### src/rtl/output_delay_chain_bank.sv
// Multi-channel registered output-delay bank: a shared input word is steered
// round-robin into NUM_CH pipelines of DEPTH flops, each with a mode transform.

module output_delay_chain_bank_ref_ff (
  input  logic clk,
  input  logic rst_n,
  input  logic d,
  output logic q
);

  always_ff @(posedge clk or negedge rst_n) begin
    if (!rst_n) begin
      q <= 1'b0;
    end else begin
      q <= d;
    end
  end

endmodule

module output_delay_chain_bank #(
  parameter  int NUM_CH = 4,
  parameter  int WIDTH  = 8,
  parameter  int DEPTH  = 2,
  localparam int CW     = (NUM_CH > 1) ? $clog2(NUM_CH) : 1
) (
  input  logic                    src_clk,
  input  logic                    rst_n,
  input  logic [WIDTH-1:0]        data_in,
  input  logic                    load_en,
  input  logic [1:0]              mode,
  output logic                    ref_q,
  output logic [CW-1:0]           ch_ptr,
  output logic [NUM_CH*WIDTH-1:0] port_out,
  output logic [NUM_CH-1:0]       port_valid
);

  localparam logic [1:0] MODE_PASS   = 2'd0;
  localparam logic [1:0] MODE_INVERT = 2'd1;
  localparam logic [1:0] MODE_ROTATE = 2'd2;
  localparam logic [1:0] MODE_COUNT  = 2'd3;

  logic load_cycle;

  assign load_cycle = load_en && (mode != MODE_COUNT);

  // Named instance so timing constraints can reference ff_ref/clk.
  output_delay_chain_bank_ref_ff ff_ref (
    .clk   (src_clk),
    .rst_n (rst_n),
    .d     (data_in[0]),
    .q     (ref_q)
  );

  // Round-robin pointer; with a single channel the wrap compare keeps it at 0.
  always_ff @(posedge src_clk or negedge rst_n) begin
    if (!rst_n) begin
      ch_ptr <= '0;
    end else if (load_cycle) begin
      if (ch_ptr == CW'(NUM_CH - 1)) begin
        ch_ptr <= '0;
      end else begin
        ch_ptr <= ch_ptr + CW'(1);
      end
    end
  end

  for (genvar c = 0; c < NUM_CH; c++) begin : g_ch
    localparam int ROT = c % WIDTH;

    logic [WIDTH-1:0]            cnt;
    logic [WIDTH-1:0]            rot;
    logic [WIDTH-1:0]            xform;
    logic [DEPTH-1:0][WIDTH-1:0] data_q;
    logic [DEPTH-1:0]            valid_q;

    if (ROT == 0) begin : g_no_rot
      assign rot = data_in;
    end else begin : g_rot
      assign rot = {data_in[WIDTH-1-ROT:0], data_in[WIDTH-1:WIDTH-ROT]};
    end

    always_comb begin
      xform = data_in;
      case (mode)
        MODE_PASS:   xform = data_in;
        MODE_INVERT: xform = ~data_in;
        MODE_ROTATE: xform = rot;
        default:     xform = data_in;
      endcase
    end

    // Free-running counter, seeded with the channel index so channels differ.
    always_ff @(posedge src_clk or negedge rst_n) begin
      if (!rst_n) begin
        cnt <= WIDTH'(c);
      end else begin
        cnt <= cnt + WIDTH'(1);
      end
    end

    // Stage 0 captures; later stages shift unconditionally so latency is fixed.
    always_ff @(posedge src_clk or negedge rst_n) begin
      if (!rst_n) begin
        data_q  <= '0;
        valid_q <= '0;
      end else begin
        if (mode == MODE_COUNT) begin
          data_q[0]  <= cnt;
          valid_q[0] <= 1'b1;
        end else if (load_en && (ch_ptr == CW'(c))) begin
          data_q[0]  <= xform;
          valid_q[0] <= 1'b1;
        end else begin
          valid_q[0] <= 1'b0;
        end
        for (int s = 1; s < DEPTH; s++) begin
          data_q[s]  <= data_q[s-1];
          valid_q[s] <= valid_q[s-1];
        end
      end
    end

    assign port_out[c*WIDTH +: WIDTH] = data_q[DEPTH-1];
    assign port_valid[c]              = valid_q[DEPTH-1];
  end

endmodule

### config.mk
export PLATFORM = sky130hd
export DESIGN_NAME = output_delay_chain_bank
export DESIGN_NICKNAME = d
export VERILOG_FILES = /design/src/rtl/output_delay_chain_bank.sv
export SDC_FILE = /design/constraint.sdc
export NUM_CORES = 1
export LEC_CHECK = 0
export CORE_UTILIZATION = 60
export DETAILED_ROUTE_END_ITERATION = 12
export PLACE_DENSITY = 0.88
export SYNTH_ARGS = -nofsm -noshare
export SYNTH_HDL_FRONTEND = slang
export SYNTH_SLANG_ARGS = --single-unit
export TNS_END_PERCENT = 20
### constraint.sdc
create_clock -name src_clk -period 2.3 [get_ports src_clk]
set_clock_uncertainty 0.1 [all_clocks]
set_input_delay 0.46 -clock src_clk [delete_from_list [all_inputs] [get_ports src_clk]]
set_output_delay 0.46 -clock src_clk [all_outputs]
set_load 0.01 [all_outputs]
==> out/metrics.cfg <==
[layout]
fin_nets=434
num-fill-cells=488
layout_common_cells=103 x dfrtp_1, 50 x clkdlybuf4s50_1, 31 x a21oi_1
final_common_cell=dfrtp_1
antenna_cells=0
final_util_pct=71.2
area_delta_synth_final_pct=13.1
instances_no_fill=506
drive_above_1_share_pct=16.2

[sta]
setup_viol=0
slew_headroom_pct=64.1
post-route-period-util_pct=86.7
tightest_slew_ns=0.539
rsz0062_at_grt=false
fmax_ghz=0.501
maxSlewViolCount=0
hold_viol=0
period_needed_ns=1.99
tns_ns=0

[yosys]
ys_ff_latch=107
synth-warning-count=0
syn_area_per_cell_um2=12.3
syn_area_um2=4620
ys_seq_area_share_pct=58.1
synth_nets=407
syn_inst=375
yosysUniqueCellTypes=29

[floorplanning]
coreArea_um2=7330
die_h_um=89.7
boundaryPins=52
fp-row-count=31
die-area_um2=8050
die_x_um=89.7
start_util_pct=63.0

[critical_path]
cpMaxStageDelayCell=clkdlybuf4s50_1
path_max_fanout=28
start_kind=input pin
worst-endpoint-arrival_ns=2.15
crit_path_end_kind=register
path_buf_inv=3
slowest_delay_ns=0.51
worstPathCellList=clkdlybuf4s50_1 > inv_1 > ha_1 > buf_12 > a21oi_1 > o211ai_1 > o221a_2
cp.required_ns=2.45
path_class=input pin to register
crit_family=buffers and inverters

[clock_network]
cts_tree=done
cts_buffers=9
cts_root_buf=clkbuf_8
postCtsSetupBuffers=0
cts_sinks=107
cts_buffer_depth=2
insertion_delay_ns=0.36
cts.clk_slew.worst_paths_ns=0.10
cts_resized=0
htree_levels=3
cts_hold_buffers=0

[place]
dp_hpwl_mm=5.93
place.gp.congestion=0.904
io_buffer_count=51
dpl.cell_count=490

[flow_run]
cap_violations=0

[pwr]
power.leakage_nw=2.44
vdd_drop_max_uv=571
powerDensity_nw_per_um2=948

[routing]
dr.pass1.iters=5
drtIter0Drc=299
vias=2841
finalWirelength_mm=8.30
ant_nets=0
drc=0
routedWlPerCell_um=16.4
viasPerCell=5.61

[global_routing]
overflow=0
antenna_found_initial=0
first_global_vias=2866
grt_usage_pct=22.8
grt_max_degree=108
grt_pass1_wl_mm=14.3

[hold_path]
hp-class=input pin to asynchronous set/reset pin

[status]
status=completed

==> where the power goes <==
part | internal (W) | switching, W
Clock | 0.000469 | 0.000633
Combinational | 0.000753 | 0.000566
Sequential | 0.00232 | 0.000208
Total | 0.00354 | 0.00141
==> through the flow <==
stage               worst slack [ns]  cell area (µm²)  hold slack, ns  power [W]
detailed placement           -0.0480             5030           0.235    0.00390
finish                         0.306             5220          0.0492    0.00495
CTS                            0.333             5220          0.0603    0.00500
floorplan                      0.666             4620          0.0644    0.00347
global placement             -0.0277             5030           0.234    0.00386
global route                   0.171             5220          0.0911    0.00520
==> layer usage <==
metal,vias up,global-route usage [%],routed length (µm)
met5,-,0,0
met4,0,8.88,197
met3,19,4.40,459
met2,100,35.9,3960
met1,1392,31.6,3680
li1,1330,-,-
==> synth_stat cells <==
library cell  number  area (µm²)
xnor2_1           12         105
o221a_1            2        22.5
buf_6              5        56.3
buf_2              6        30.0
nand2_1           18        67.6
nor2_1             6        22.5
o211ai_2           2        25.0
xor2_1            12         105
a21o_1             3        22.5
inv_2              1        3.75
clkbuf_1           3        11.3
mux2i_1            8        80.1
o21ai_0            9        45.0
and3_1             3        18.8
buf_4             36         270
a21oi_1           31         155
nor3_1             3        15.0
o221a_2           22         248
inv_1             24        90.1
o211ai_1          22         165
dfrtp_1          103        2580
buf_8              2        30.0
nor2b_1            1        6.26
nand2_2            1        6.26
dfstp_2            4         105
ha_1              19         238
mux2_2             1        11.3
a21oi_2            1        8.76
nand3_1           15        75.1
==> flip-flops by register name (all words and copies together), names as in the netlist <==
| register | flops |
|---|---|
| port_out | 32 |
| ch_ptr | 2 |
| g_ch.valid_q | 8 |
| g_ch.cnt | 32 |
| g_ch.data_q | 32 |
| ff_ref.q | 1 |
==> final cells by class <==
cell class	instances	area [µm²]	share of cell area, %
Sequential cell	107	2680	51.4
Multi-Input combinational cell	191	1440	27.6
Timing Repair Buffer	68	686	13.1
Clock buffer	11	151	2.90
Tap cell	99	124	2.37
Inverter	25	93.8	1.80
Clock inverter	5	42.5	0.815
==> worst paths after layout <==
check | startpoint | end | slack [ns] | depth (start not counted)
max | mode[0] | g_ch[2].data_q[7] | 0.31 | 7
min | rst_n | g_ch[3].cnt[5] | 0.05 | 2
max reg2reg | ch_ptr[0] | g_ch[3].data_q[0] | 0.66 | 4
min reg2reg | g_ch[3].valid_q[0] | g_ch[3].valid_q[1] | 0.26 | 0
max in group asynchronous | rst_n | g_ch[1].cnt[0] | 1.63 | 2
min in group src_clk | g_ch[3].valid_q[0] | g_ch[3].valid_q[1] | 0.26 | 0
==> kinds of logic after synthesis <==
logic type               Yosys count  synth area share (%)
XOR/XNOR                          24                  4.55
multiplexers                       9                  1.98
AND/OR/NAND/NOR                   47                  4.58
flip-flops                       107                  58.1
buffers and inverters             77                  10.7
adder cells (fa/ha/maj)           19                  5.15
AO/OA/AOI/OAI                     92                  15.0
Power figures use the tool's default switching activity.
